==> src/rtl/hw_trigger_unit.sv <==
// hw_trigger_unit: mcontrol-style address/PC triggers evaluated on the EX stage.
// Triggers can be chained into groups, keep sticky hit flags, and raise
// registered debug-entry / breakpoint-exception requests.
// Optional feature macro: TRIG_HIT_COUNT_EN enables a per-trigger hit counter
// so that a trigger fires only once every tdata3[15:0] qualified matches.
module hw_trigger_unit #(
    parameter int unsigned NUM_TRIG   = 4,
    parameter int unsigned ADDR_WIDTH = 32,
    parameter int unsigned DATA_WIDTH = 32
) (
    input  logic                           cpu_clk,
    input  logic                           cpu_rst,
    input  logic [NUM_TRIG*DATA_WIDTH-1:0] tdata1_all,
    input  logic [NUM_TRIG*DATA_WIDTH-1:0] tdata2_all,
    input  logic [NUM_TRIG*DATA_WIDTH-1:0] tdata3_all,
    input  logic [NUM_TRIG-1:0]            tdata_wr,
    input  logic [NUM_TRIG-1:0]            hit_clr,
    input  logic                           ex_valid,
    input  logic [ADDR_WIDTH-1:0]          pc_ex,
    input  logic                           load_ex,
    input  logic                           store_ex,
    input  logic [ADDR_WIDTH-1:0]          mem_addr_ex,
    input  logic                           dbg_mode,
    output logic                           breakpoint,
    output logic                           breakpoint_exp,
    output logic [2:0]                     fire_id,
    output logic [NUM_TRIG-1:0]            trig_hit
);

    localparam int unsigned CNT_WIDTH = 16;

    logic [NUM_TRIG-1:0] w_q;        // qualified per-trigger match
    logic [NUM_TRIG-1:0] w_chain;    // effective chain bit (last trigger never chains)
    logic [NUM_TRIG-1:0] w_act0;
    logic [NUM_TRIG-1:0] w_act1;
    logic [NUM_TRIG-1:0] w_grp;      // group match, flagged at the group end index
    logic [NUM_TRIG-1:0] w_cnt_ok;   // count threshold reached (always 1 without counters)
    logic [NUM_TRIG-1:0] w_fire;
    logic                w_run;
    logic                w_bp;
    logic                w_bpe;
    logic [2:0]          w_id;
    logic                w_unused;

    // Reserved tdata fields are intentionally ignored.
    assign w_unused = ^{tdata1_all, tdata2_all, tdata3_all};

    function automatic logic f_cmp(input logic [3:0]            mode,
                                   input logic [ADDR_WIDTH-1:0] val,
                                   input logic [ADDR_WIDTH-1:0] ref_val,
                                   input logic [ADDR_WIDTH-1:0] mask);
        case (mode)
            4'd0:    return val == ref_val;
            4'd1:    return (val & mask) == (ref_val & mask);
            4'd2:    return val >= ref_val;
            4'd3:    return val < ref_val;
            default: return 1'b0;
        endcase
    endfunction

`ifdef TRIG_HIT_COUNT_EN
    logic [CNT_WIDTH-1:0] r_cnt [NUM_TRIG];
`endif

    for (genvar gi = 0; gi < int'(NUM_TRIG); gi++) begin : g_trig
        localparam int unsigned LB = gi * DATA_WIDTH;

        logic [ADDR_WIDTH-1:0] w_t2;
        logic [ADDR_WIDTH-1:0] w_mask;
        logic [3:0]            w_mode;
        logic                  w_en;
        logic                  w_raw;
        logic                  w_ones;

        assign w_t2   = tdata2_all[LB +: ADDR_WIDTH];
        assign w_mode = tdata1_all[LB+7 +: 4];
        assign w_en   = (tdata1_all[LB+DATA_WIDTH-1 -: 4] == 4'd2) && tdata1_all[LB+6];
        assign w_act0[gi] = (tdata1_all[LB+12 +: 4] == 4'd0);
        assign w_act1[gi] = (tdata1_all[LB+12 +: 4] == 4'd1) && tdata1_all[LB+DATA_WIDTH-5];

        if (gi == int'(NUM_TRIG) - 1) begin : g_last
            assign w_chain[gi] = 1'b0;
        end else begin : g_mid
            assign w_chain[gi] = tdata1_all[LB+11];
        end

        // NAPOT mask: clear every bit position covered by the trailing-ones run of tdata2
        always_comb begin
            w_mask = '1;
            w_ones = 1'b1;
            for (int b = 0; b < int'(ADDR_WIDTH); b++) begin
                w_ones    = w_ones & w_t2[b];
                w_mask[b] = ~w_ones;
            end
        end

        // Any selected source matching counts as a raw match
        assign w_raw = (tdata1_all[LB+2] && f_cmp(w_mode, pc_ex, w_t2, w_mask))
                     || (tdata1_all[LB+1] && store_ex && f_cmp(w_mode, mem_addr_ex, w_t2, w_mask))
                     || (tdata1_all[LB+0] && load_ex && f_cmp(w_mode, mem_addr_ex, w_t2, w_mask));

        assign w_q[gi] = w_en && w_raw && ex_valid && !dbg_mode;

`ifdef TRIG_HIT_COUNT_EN
        assign w_cnt_ok[gi] = ((17'(r_cnt[gi]) + 17'd1) >= 17'(tdata3_all[LB +: CNT_WIDTH]));
`else
        assign w_cnt_ok[gi] = 1'b1;
`endif
    end

    // Group evaluation: a group matches at its end index only if every member matched
    always_comb begin
        w_grp = '0;
        w_run = 1'b1;
        for (int i = 0; i < int'(NUM_TRIG); i++) begin
            w_run    = w_run & w_q[i];
            w_grp[i] = w_run & ~w_chain[i];
            if (!w_chain[i]) begin
                w_run = 1'b1;
            end
        end
    end

    assign w_fire = w_grp & w_cnt_ok & ~tdata_wr;

    // Arbitration: action 1 beats action 0; within a class the lowest index wins
    always_comb begin
        w_bp  = 1'b0;
        w_bpe = 1'b0;
        w_id  = '0;
        for (int i = int'(NUM_TRIG) - 1; i >= 0; i--) begin
            if (w_fire[i] && w_act0[i]) begin
                w_bpe = 1'b1;
                w_id  = 3'(i);
            end
        end
        for (int i = int'(NUM_TRIG) - 1; i >= 0; i--) begin
            if (w_fire[i] && w_act1[i]) begin
                w_bp = 1'b1;
                w_id = 3'(i);
            end
        end
        if (w_bp) begin
            w_bpe = 1'b0;
        end
    end

    // Registered requests and sticky hit flags (set beats clear)
    always_ff @(posedge cpu_clk or posedge cpu_rst) begin
        if (cpu_rst) begin
            breakpoint     <= 1'b0;
            breakpoint_exp <= 1'b0;
            fire_id        <= '0;
            trig_hit       <= '0;
        end else begin
            breakpoint     <= w_bp;
            breakpoint_exp <= w_bpe;
            fire_id        <= w_id;
            trig_hit       <= (trig_hit & ~(hit_clr | tdata_wr)) | w_grp;
        end
    end

`ifdef TRIG_HIT_COUNT_EN
    // Hit counters: cleared on tdata write or on fire, otherwise bumped per group match
    always_ff @(posedge cpu_clk or posedge cpu_rst) begin
        if (cpu_rst) begin
            for (int i = 0; i < int'(NUM_TRIG); i++) begin
                r_cnt[i] <= '0;
            end
        end else begin
            for (int i = 0; i < int'(NUM_TRIG); i++) begin
                if (tdata_wr[i]) begin
                    r_cnt[i] <= '0;
                end else if (w_grp[i]) begin
                    r_cnt[i] <= w_cnt_ok[i] ? '0 : r_cnt[i] + 16'd1;
                end
            end
        end
    end
`endif

endmodule
==> config.mk <==
export PLATFORM = sky130hd
export DESIGN_NAME = hw_trigger_unit
export DESIGN_NICKNAME = d
export VERILOG_FILES = /design/src/rtl/hw_trigger_unit.sv
export SDC_FILE = /design/constraint.sdc
export NUM_CORES = 1
export LEC_CHECK = 0
export ABC_AREA = 1
export CAP_MARGIN = 20
export CORE_AREA = 3 3 183 185
export CTS_CLUSTER_DIAMETER = 150
export DETAILED_ROUTE_END_ITERATION = 10
export DIE_AREA = 0 0 186 188
export HOLD_SLACK_MARGIN = 0.06
export PLACE_DENSITY = 0.76
export SLEW_MARGIN = 30
export SYNTH_ARGS = -nofsm -noshare
export SYNTH_HDL_FRONTEND = slang
export SYNTH_SLANG_ARGS = --single-unit
export TNS_END_PERCENT = 100
==> constraint.sdc <==
create_clock -name cpu_clk -period 1.5 [get_ports cpu_clk]
set_input_delay 0.3 -clock cpu_clk [delete_from_list [all_inputs] [get_ports cpu_clk]]
set_output_delay 0.3 -clock cpu_clk [all_outputs]
set_load 0.05 [all_outputs]
# Yosys cells after proc, flatten, opt, wreduce, memory -nomap -nowiden
# Index checks and enable logic that the tools add are counted.
# totals
ff_bits	9
inputBits	462
out_inout_bits	9
elab_cells	428
# op_classes
order_cmp	16
n_eq_ne	36
n_mux	28
n_bitwise	279
reduce_logical	65
# ops
cell	count
$eq 32x32->1	16
$and 32x32->32	12
$ge 32x32->1	8
$lt 32x32->1	8
$not 1->1	131
$and 1x1->1	130
$eq 4x2->1 const B	12
$logic_and 1x1->1	48
$eq 4x1->1 const B	8
$logic_not 4->1	8
$pmux 1 s4	8
$mux 3	7
$mux 1	12
$and 4x4->4	2
$logic_or 1x1->1	8
$not 4->4	2
$or 4x4->4	2
$mux 2	1
$logic_not 1->1	1

# Depth between registers and ports, before layout
# Gate-level depths: netlist of the first run.
# depth
word_depth	57
depth_mapped	38
mapped_depth_nobuf	38

# Least setup slack after synthesis of the first run
# Ideal clock, no wire load.
# synth_timing
path_kind	input -> register
start	in tdata2_all[2]
end	reg fire_id[1]
setup_ns	0.135
t_arrival_ns	3.338
setup_slack_ns	-1.973
path_stages	28
cell_sequence	nand3_1 nor2_2 nand4_2 nor2_4 nand4_4 nor2_4 nand4_4 nor2_4 nand4_2 nor2_2 nand4_2 nor2_4 nand4_4 nor2_4 nor2_1 o21a_1 nor2_1 nand4_1 nand2_1 nand2_1 nand2_1 nand2_1 or2_1 or2_4 nor3_4 nor2_1 a21oi_1 nor3_1
# synth_via
elab_chain_cells	56
word_cells_on_any_way	107
classes_between	order compare (4); eq/ne (4); mux (13); bitwise (70); reduce/logical (16)
# synth_rtl
item	line_no	rtl
start: declaration	14	input logic [NUM_TRIG*DATA_WIDTH-1:0] tdata2_all,
$and 1x1->1 (30 in a row)	92	w_ones = w_ones & w_t2[b];
$not 1->1	93	w_mask[b] = ~w_ones;
$and 32x32->32	54	4'd1: return (val & mask) == (ref_val & mask);
$eq 32x32->1	54	
$pmux 1 s4	52	case (mode)
$logic_and 1x1->1, on equally long branches	98, 99	
$logic_or 1x1->1	99	|| (tdata1_all[LB+1] && store_ex && f_cmp(w_mode, mem_addr_ex, w_t2, w_mask))
$logic_or 1x1->1 *	100	|| (tdata1_all[LB+0] && load_ex && f_cmp(w_mode, mem_addr_ex, w_t2, w_mask));
(+8 left out)	n/a	
$and 1x1->1	116	w_run = w_run & w_q[i];
$and 4x4->4 *	124	assign w_fire = w_grp & w_cnt_ok & ~tdata_wr;
$logic_and 1x1->1	132	if (w_fire[i] && w_act0[i]) begin
$mux 2	132	
$mux 3 (3 in a row)	132	
$mux 3 (3 in a row)	138	if (w_fire[i] && w_act1[i]) begin
$mux 3 *	138	
via w_id[1]	42	logic [2:0] w_id;
end signal: assignment	158	fire_id <= w_id;
end: declaration	26	output logic [2:0] fire_id,
# The timed path passes the listed nets; every way through them passes the cells marked *.

# Final worst setup path of the first run
# layout_timing
start	in mem_addr_ex[7]
end	reg breakpoint_exp
# layout_via
elab_chain_cells	22
word_cells_on_any_way	79
classes_between	order compare (8); eq/ne (8); mux (16); bitwise (11); reduce/logical (36)
# layout_rtl
item	line_no	rtl
start: declaration	22	input logic [ADDR_WIDTH-1:0] mem_addr_ex,
parallel branches: the longest is 15 deep, another holds $lt 32x32->1	n/a	
$and 4x4->4 *	124	
$logic_and 1x1->1	138	
$mux 1 (3 in a row)	138	
$mux 1 *	138	
via w_bp	40	logic w_bp;
$mux 1 *	143	if (w_bp) begin
via w_bpe	41	logic w_bpe;
end signal: assignment	157	breakpoint_exp <= w_bpe;
end: declaration	25	output logic breakpoint_exp,
# Mark *: on every way through the listed nets, which the timed path passes.

==> results of run 1 <==
layer usage:
metal  vias up  track usage (%)
met2       729            58.17
met1      8301            45.58
li1       8788                -
met3       168            3.143
met4         0            12.75
met5         -                0
power groups by stage:
stage               clock [mW]  sequential (mW)  combinational (mW)
global route             0.472            0.217                5.86
global placement             0            0.220                4.98
detailed placement           0            0.220                5.07
CTS                      0.450            0.217                5.19
finish                   0.447            0.217                5.37
floorplan                    0            0.220                1.93
cell usage in the layout (no fill, tap or decap), drive strengths merged, types with 2 or more instances in the layout:
master,instances
buf,652
nand2,473
inv,318
ha,264
clkdlybuf4s50,201
nor2,185
o21ai,169
nand3,153
a21oi,152
nand4,68
dlymetal6s2s,33
nor3,29
o22ai,25
o2111ai,21
dlygate4sd2,18
nor4,16
o221ai,15
a211oi,13
o211ai,12
a221oi,9
mux2i,8
nand3b,8
dfrtp,8
clkbuf,8
o21a,7
nor3b,5
clkdlybuf4s15,5
a22o,4
a31oi,4
a21o,3
a211o,3
a21boi,3
o21bai,3
or2,3
a2111oi,2
flip-flops by register name, summed over array words and instances, names as in the netlist:
register / flops
trig_hit: 4
fire_id: 2
breakpoint: 1
breakpoint_exp: 1
cell families after synthesis:
logic type	after synthesis
other	1
flip-flops	8
AO/OA/AOI/OAI	447
AND/OR/NAND/NOR	942
buffers and inverters	324
adder cells (fa/ha/maj)	264
multiplexers	8
worst max-delay path by stage:
stage                   startpoint        endpoint  cells past startpoint
floorplan            tdata2_all[2]      fire_id[1]                     28
global placement    tdata2_all[32]      fire_id[0]                     38
detailed placement  tdata2_all[32]      fire_id[0]                     38
CTS                 tdata2_all[32]      fire_id[0]                     37
global route        tdata2_all[32]      fire_id[0]                     40
finish              mem_addr_ex[7]  breakpoint_exp                     29
metrics by stage:
step	area (µm²)	instances
after floorplan	11920	1994
after global placement	19660	3257
after detailed placement	19660	3257
after CTS	20400	3297
after global routing	20980	3314
final	20980	3314
area by class of cell:
cell class,instances,share of cell area [%]
sequential,8,0.9544
inverter,319,5.709
tap,408,2.434
clock buffer,3,0.3579
multi-input combinational,1662,53.48
timing repair buffer,914,37.06
timing repair:
action                     CTS  global route
buffers inserted            38            17
setup endpoints to repair    8             8
pin swaps                  122           117
resized for setup          196           156
critical path: cells and delay by family:
| family | cells | cell delay (ns) |
|---|---|---|
| buffers and inverters | 7 | 1.42 |
| and+or+nand+nor | 14 | 1.49 |
| AOI/OAI and AO/OA | 8 | 1.39 |
==> summary.txt, run 1 <==
Floorplanning
  • Num rows: 66
  • Initial cell density of the core: between 30% and 40%
  • Core area: roughly 32000 µm²
  • Die area: approximately 35000 µm²
  • Io pins: approximately 470
  • Die height: ~190 µm
  • Die W: 186 µm

Route
  • Initial DRC count: roughly 1500
  • Remaining DRCs: 0
  • Wire length on met3: slightly above 4000 µm
  • Routed WL: 63390 µm
  • Routed vias/inst: 5.427
  • Avg WL per Cell: ~19 µm
  • Antenna viol nets, final: 0
  • DRT Pass-1 Iters: 6
  • Routed wl met2: between 20000 and 30000 µm
  • Vias: 17990
  • Uppermost layer routed: met4
  • Metal-1 WL: roughly 27000 µm

Power
  • Switching power: approximately 2.9 mW
  • Pwr dens: between 200 and 300 nW/µm²
  • Cell internal pwr: 3.171 mW
  • VDD IR max: between 0.3 and 0.4 mV
  • Leakage: roughly 11 nW
  • Final Total Pwr: ~6.0 mW
  • Gate power share: roughly 90%
  • Sw Share: 47.46%
  • Sequential share of power: 3.6%
  • Clock network power share: under 10%

Placement
  • Port Buffers: ~280
  • DP HPWL: about 56000 µm
  • Place WS: -3.717 ns
  • GPL Wtd Cong: 1.056

Synthesis
  • XOR/XNOR Fraction of Synth Area: 0%
  • Largest family of logic cells by synthesized area: simple AND/OR/NAND/NOR gates
  • Mapped cell area: between 10000 and 15000 µm²
  • Post-synthesis adder-cell area fraction: 27.87%
  • Top_reg_cell synth: dfrtp_1
  • Synth area leader: ha_1
  • Compound-Gate Fraction of Synth Area: a little over a fifth
  • Distinct cell type count after synthesis: 52
  • Post-synth EDFFs: 0
  • Cell count after synthesis: approximately 2000
  • Net Count, Synth: 2720
  • Post-Synth Simple-Gate Area: between 30% and 40%
  • Mux share of post-synthesis cell area: less than 1%
  • Seq/Total Area, Yosys: about 1.7%
  • Synthesized area per cell: roughly 5.9 µm²
  • Top-count cell post-synth: nand2_1
  • Synth Warn #: 0
  • Synth Register Bits: 8
  • Synth async-reset ratio: between 90% and 100%
  • Post-synth top cells: nand2_1, inv_1, ha_1, o21ai_0, nor2_1
  • Yosys top cell area share: between 20 and 30%
  • Synth top area cells: ha_1, nand2_1, inv_1

Final layout
  • Fillers: approximately 2900
  • Final #Nets: about 3600
  • Core Util, Final: 65.13%
  • Reg area: approximately 200 µm²
  • Share of cells above drive strength 1: about 30%
  • Multi-input combinational cell area: ~11000 µm²
  • Synth-to-Final Area Change: 77.00%
  • Ant diodes: 0

Critical path
  • Crit. End Element: flop
  • Slowest CP cell: clkdlybuf4s50_1
  • Worst path max stage delay: between 0.5 and 0.6 ns
  • Critical R2R Launch: trig_hit[2]
  • Worst EP arrival: 4.60 ns
  • Worst-path maximum fanout: 4
  • Setup slack, reg-to-reg: ~0.75 ns
  • Startpoint Class: primary input
  • Critical Path RT: around 1.6 ns
  • Crit Path Class: primary input to flop
  • R2R cell count: 2
  • Reg-to-Reg End: trig_hit[2]

STA
  • Slew @ Worst Pin: 0.5771 ns
  • Clock period minus worst slack: ~4.5 ns
  • Worst setup margin: -2.990 ns
  • Finish-stage setup viols: 8
  • Final period util: 299.4%
  • Max Fclk: about 220 MHz
  • Tightest hold margin: 0.3369 ns
  • Setup TNS: -20.84 ns
  • Slew Limit Fails: 0
  • Clock Skews: 0 ns
  • Unrepaired setup endpoints after global routing: true
  • Final-report hold violation count: 0
  • Relative max-transition margin: between 60% and 70%

Outcome
  • Failing checks: setup timing
  • Status: finished, violations left

Clocking
  • Clock slew at reported path FFs: about 0.040 ns
  • CTS Buf Count: 3
  • Hold buffers post-CTS: 0
  • CTS tree: done
  • CTS max path bufs: 2
  • Sink Count: 8
  • Worst-Skew Late Latency: 0.23 ns
  • Clk root buf: clkbuf_16
  • H-tree depth: 1

Job
  • Number of max-cap violations: 0

Hold path
  • Min-delay worst type: primary input to asynchronous set/reset pin

Global route
  • Number of global-route vias before repair: 17700
  • Initial antenna violation count: 1
  • Gr usage total: approximately a third
  • Pin count of the biggest net entering global routing: 12
  • Grt ovf: 0
  • First-pass GRT wire length: ~95000 µm
Note: power is estimated with default switching activity, not from simulation.
==> run 2, diff against run 1 <==
--- a/config.mk
+++ b/config.mk
@@ -11,6 +11,7 @@
 export CTS_CLUSTER_DIAMETER = 150
 export DETAILED_ROUTE_END_ITERATION = 10
 export DIE_AREA = 0 0 186 188
+export GPL_ROUTABILITY_DRIVEN = 0
 export HOLD_SLACK_MARGIN = 0.06
 export PLACE_DENSITY = 0.76
 export SLEW_MARGIN = 30
==> run 2 against run 1 <==
The flow still finishes with violations (setup timing). First-iteration DRC count up 43%. Combinational power decreased by 2%. Die area did not move. Maximum frequency is 5.6% lower. Setup slack worse by 0.27 ns. Cell count shrank 1.3%. Non-clock buffer count is 43 lower. Sequential power barely moved. Global-route usage fell by 1.8 points. Wire length decreased by 3.6%. Critical path type unchanged. Largest cell class unchanged. Largest power group unchanged. Highest routed layer is now met5.
==> summary.txt, run 2 (synthesized netlist as in run 1, its figures left out) <==
Global route
  • Gr usage total: approximately 33%
  • Number of global-route vias before repair: 18430
  • First-pass GRT wire length: 92350 µm
  • Grt ovf: 0
  • Pin count of the biggest net entering global routing: 12
  • Initial antenna violation count: 1

Clocking
  • Sink Count: 8
  • CTS max path bufs: 2
  • Worst-Skew Late Latency: between 0.2 and 0.25 ns
  • H-tree depth: 1
  • Clock slew at reported path FFs: about 0.040 ns
  • Hold buffers post-CTS: 0
  • CTS Buf Count: 3
  • CTS tree: done
  • Clk root buf: clkbuf_16

Final layout
  • Biggest register: trig_hit
  • Most frequent cells in the layout: buf_4, nand2_1, inv_1
  • Core Util, Final: approximately 63%
  • Fillers: between 2000 and 3000
  • Synth-to-Final Area Change: 71.32%
  • Multi-input combinational cell area: roughly 11000 µm²
  • Commonest non-fill, non-tap cell in the layout: buf_4
  • Final #Nets: around 3600
  • Reg area: around 200 µm²
  • Final non-filler cell total: ~3300
  • Largest regs: trig_hit (4), fire_id (2)
  • Ant diodes: 0
  • Share of cells above drive strength 1: between 20% and 30%
  • Max reg flops: 4

STA
  • Unrepaired setup endpoints after global routing: true
  • Setup TNS: -22.51 ns
  • Relative max-transition margin: around a third
  • Worst setup margin: -3.256 ns
  • Final-report hold violation count: 0
  • Finish-stage setup viols: 8
  • Clock Skews: 0 ns
  • Clock period minus worst slack: 4.756 ns
  • Max Fclk: approximately 210 MHz
  • Slew Limit Fails: 0
  • Slew @ Worst Pin: 0.9767 ns
  • Tightest hold margin: about 0.37 ns
  • Final period util: 317.0%

Route
  • Antenna viol nets, final: 0
  • Vias: between 15000 and 20000
  • DRT Pass-1 Iters: 7
  • Avg WL per Cell: approximately 19 µm
  • Routed vias/inst: 5.704
  • Routed WL: a little over 60000 µm
  • Remaining DRCs: 0
  • Initial DRC count: approximately 2200

Power
  • Gate power share: slightly below 90%
  • Cell internal pwr: 3.117 mW
  • Pwr dens: 293.0 nW/µm²
  • Clock network power share: a little under 8%
  • Sequential share of power: ~3.6%
  • Leakage: between 10 and 15 nW
  • Sw Share: 47.59%
  • Switching power: 2.831 mW
  • VDD IR max: approximately 0.24 mV

Critical path
  • Buf/Inv on CP: 7
  • Crit. End Element: flop
  • Crit Path Class: primary input to flop
  • Reg-to-Reg End: trig_hit[2]
  • R2R cell count: 2
  • Top delay family on crit path: simple AND/OR/NAND/NOR gates
  • Startpoint Class: primary input
  • Critical Path RT: between 1.5 and 2 ns
  • Worst path max stage delay: 0.45 ns
  • Critical R2R Launch: trig_hit[2]
  • Worst EP arrival: 4.87 ns
  • Worst-path maximum fanout: 4
  • Slowest CP cell: clkdlybuf4s50_1
  • Setup slack, reg-to-reg: between 0.6 and 0.7 ns

Hold path
  • Min-delay worst type: primary input to asynchronous set/reset pin

Floorplanning
  • Num rows: between 60 and 70
  • Initial cell density of the core: between 30 and 40%
  • Die area: approximately 35000 µm²
  • Core area: 32210 µm²
  • Die height: 188 µm
  • Die W: 186 µm
  • Io pins: 471

Outcome
  • Status: finished, violations left
  • Failing checks: setup timing

Job
  • Number of max-cap violations: 0

Placement
  • Port Buffers: approximately 280
  • DP Cell Count: ~3200
  • Place WS: -3.535 ns
  • DP HPWL: roughly 52000 µm
[run 2: cell count changes in the layout (fill, tap and decap cells not counted), sizes merged]
| cell | before | now |
|---|---|---|
| clkdlybuf4s50 | 201 | 225 |
| buf | 652 | 605 |
| dlymetal6s2s | 33 | 7 |
| clkdlybuf4s15 | 5 | 2 |
| dlygate4sd2 | 18 | 27 |
[run 2: worst max path at each step]
| stage | cells past startpoint | startpoint | end |
|---|---|---|---|
| final | 27 | mem_addr_ex[25] | breakpoint_exp |
| after global routing | 41 | tdata2_all[32] | fire_id[0] |
| after CTS | 36 | tdata2_all[32] | fire_id[0] |
| after detailed placement | 38 | tdata2_all[32] | fire_id[0] |
| after global placement | 37 | tdata2_all[32] | fire_id[0] |
| after floorplan | 28 | tdata2_all[2] | fire_id[1] |
[run 2: per-layer routing]
metal | global-route usage (%) | share of wire (%) | up-vias
met4 | 17.76 | 6.9 | 2
met3 | 4.830 | 9.4 | 300
met5 | 0 | 0.020 | -
met1 | 40.11 | 39 | 8522
met2 | 54.64 | 45 | 1130
li1 | - | - | 8703
[run 2: power by group through the flow]
stage | combinational, mW | clock [mW] | sequential [mW]
final | 5.26 | 0.467 | 0.217
after global placement | 4.81 | 0 | 0.220
after detailed placement | 4.99 | 0 | 0.220
after floorplan | 1.93 | 0 | 0.220
after CTS | 5.08 | 0.469 | 0.217
after global routing | 5.70 | 0.478 | 0.217
[run 2: per-stage QoR]
| step | area [µm²] | total power, mW |
|---|---|---|
| floorplan | 11920 | 2.145 |
| global placement | 19490 | 5.028 |
| detailed placement | 19490 | 5.207 |
| CTS | 20030 | 5.769 |
| global route | 20300 | 6.396 |
| finish | 20300 | 5.948 |
[run 2: final cells by class]
cell class / instances / share of cell area, %
inverters: 319 / 5.898
flip-flops and latches: 8 / 0.9861
clock buffers: 3 / 0.3698
repair buffers: 871 / 36.16
multi-input cells: 1662 / 54.07
well taps: 408 / 2.514
[run 2: what timing repair did]
action                                  4_1_cts  5_1_grt
endpoints found under the setup margin        8        8
gates resized for setup                     169       80
buffers inserted                             25       10
pin swaps                                   105       98
==> run 3, diff against run 2 <==
==> constraint.sdc (replaced) <==
create_clock -name cpu_clk -period 5.88 [get_ports cpu_clk]
set_input_delay 1.176 -clock cpu_clk [delete_from_list [all_inputs] [get_ports cpu_clk]]
set_output_delay 1.176 -clock cpu_clk [all_outputs]
set_load 0.05 [all_outputs]
==> run 3 against run 2 <==
The run now ends clean. Largest power group unchanged. Highest routed layer unchanged. Worst hold slack gained 0.16 ns. Register-to-register slack gained 4.5 ns. Clock-buffer cell count is the same. Sequential share of layout area grew 0.25 points. Non-clock buffer count shrank 488. Wire length shrank 15%. Global-route usage shrank 4.6 points. Setup slack gained 3.5 ns. Combinational power shrank 80%. Die area is the same.
==> summary.txt, run 3 (synthesized netlist as in run 1, its figures left out) <==
Outcome
  • Status: finished, final reports clean

Placement
  • Port Buffers: approximately 280
  • Post-DP Area: about 16000 µm²
  • DP Cell Count: about 2800
  • DP HPWL: between 40000 and 50000 µm
  • Place WS: 0.008842 ns

Clocking
  • Clock slew at reported path FFs: 0.03 ns
  • CTS tree: done
  • Clk root buf: clkbuf_16
  • Sink Count: 8
  • H-tree depth: 1
  • Worst-Skew Late Latency: 0.23 ns
  • CTS Buf Count: 3
  • CTS max path bufs: 2

Final layout
  • Final Instance Area: 16240 µm²
  • Commonest non-fill, non-tap cell in the layout: nand2_1
  • Share of cells above drive strength 1: between 9 and 10%
  • Final non-filler cell total: ~2800
  • Core Util, Final: between 50% and 60%
  • Final #Nets: 3103
  • Fillers: approximately 3200
  • Synth-to-Final Area Change: 37.08%
  • Ant diodes: 0
  • Largest regs: trig_hit (4), fire_id (2)
  • Max reg flops: 4
  • Most frequent cells in the layout: nand2_1, inv_1, clkdlybuf4s50_1
  • Biggest register: trig_hit

Route
  • Initial DRC count: around 1800
  • Avg WL per Cell: around 19 µm
  • Remaining DRCs: 0
  • Routed vias/inst: 5.741
  • DRT Pass-1 Iters: 6
  • Antenna viol nets, final: 0
  • Vias: roughly 16000
  • Routed WL: 51860 µm

Critical path
  • Worst EP arrival: a little under 6 ns
  • Crit Path Class: primary input to flop
  • Worst-path maximum fanout: 3
  • Critical Path RT: 6.03 ns
  • Slowest CP cell: clkdlybuf4s50_1
  • Worst path max stage delay: around 0.53 ns
  • Cell mode on critical path: nand2_1
  • R2R cell count: 2
  • Startpoint Class: primary input
  • Crit. End Element: flop

Global route
  • Gr usage total: 28.16%
  • Initial antenna violation count: 2
  • Grt ovf: 0
  • Pin count of the biggest net entering global routing: 13
  • Number of global-route vias before repair: ~15000
  • First-pass GRT wire length: 79340 µm

STA
  • Slew @ Worst Pin: 0.9878 ns
  • Max Fclk: between 150 and 200 MHz
  • Setup TNS: 0 ns
  • Final period util: between 90% and 100%
  • Unrepaired setup endpoints after global routing: true
  • Finish-stage setup viols: 0
  • Tightest hold margin: 0.5308 ns
  • Clock period minus worst slack: about 5.6 ns
  • Final-report hold violation count: 0
  • Slew Limit Fails: 0
  • Worst setup margin: between 0.2 and 0.3 ns
  • Relative max-transition margin: 32.45%
  • Clock Skews: 0 ns

Power
  • Pwr dens: roughly 74 nW/µm²
  • Sw Share: between 50% and 60%
  • Final Total Pwr: around 1.2 mW
  • Clock network power share: a little under a tenth
  • VDD IR max: roughly 0.070 mV
  • Switching power: between 0.6 and 0.7 mW
  • Cell internal pwr: slightly below 0.6 mW
  • Sequential share of power: approximately 4.6%
  • Leakage: approximately 8.2 nW
  • Gate power share: a little under nine tenths

Floorplanning
  • Core area: about 32000 µm²
  • Die height: about 190 µm
  • Die area: ~35000 µm²
  • Initial cell density of the core: between 30% and 40%
  • Die W: about 190 µm
  • Io pins: about 470
  • Num rows: 66

Hold path
  • WHS Path Cells: 2
  • Min-delay worst type: flop to flop

Job
  • Number of max-cap violations: 0
[run 3: cell count changes in the layout (fill, tap and decap cells not counted), moves of 9 or more]
| cell | delta |
|---|---|
| buf_12 | -9 |
| buf_6 | -18 |
| dlygate4sd2_1 | -27 |
| inv_1 | +14 |
| buf_4 | -474 |
| nor2_1 | +9 |
| clkdlybuf4s50_1 | +50 |
| inv_2 | -14 |
| nand2_2 | -9 |
| nand2_1 | +12 |
[run 3: power groups by stage]
stage / Combinational, mW / Clock (mW) / Sequential [mW]
2_1_floorplan: 0.489 / 0 / 0.0561
3_3_place_gp: 0.962 / 0 / 0.0561
3_5_place_dp: 0.994 / 0 / 0.0561
4_1_cts: 1.00 / 0.115 / 0.0554
5_1_grt: 1.14 / 0.119 / 0.0553
6_report: 1.03 / 0.114 / 0.0554
[run 3: layout make-up]
class	instances	area, µm²	area share [%]
clock buffers	3	75.07	0.4621
inverters	319	1197	7.371
multi-input cells	1662	10650	65.58
well taps	408	510.5	3.143
flip-flops and latches	8	200.2	1.232
repair buffers	383	3608	22.21
[run 3: path summary, 6_finish.rpt]
kind	to	start	slack (ns)
worst max-delay path	fire_id[0]	tdata2_all[65]	0.27
worst min-delay path	trig_hit[0]	trig_hit[0]	0.53
worst max register to register	trig_hit[1]	trig_hit[1]	5.17
worst min register to register	trig_hit[0]	trig_hit[0]	0.53
max in group asynchronous	trig_hit[0]	cpu_rst	4.41
min in group asynchronous	trig_hit[2]	cpu_rst	1.22
[run 3: worst max-delay path, delay by kind of cell]
| kind | cells | cell delay [ns] |
|---|---|---|
| simple gates | 29 | 3.44 |
| buf+inv | 3 | 0.69 |
| compound gates | 3 | 0.42 |
[run 3: routing by layer]
metal / GRT usage [%] / vias up / part of all wire (%)
met5: 0 / - / 0.025
met4: 11.43 / 2 / 4.9
met3: 2.871 / 156 / 8.2
met2: 46.51 / 823 / 46
met1: 37.33 / 7280 / 41
li1: - / 7716 / -
[run 3: repair_timing]
item / 4_1_cts / 5_1_grt
hold buffers: 0 / 0
buffers inserted: 0 / 10
gates resized for setup: 0 / 68
setup endpoints to repair: 0 / 4
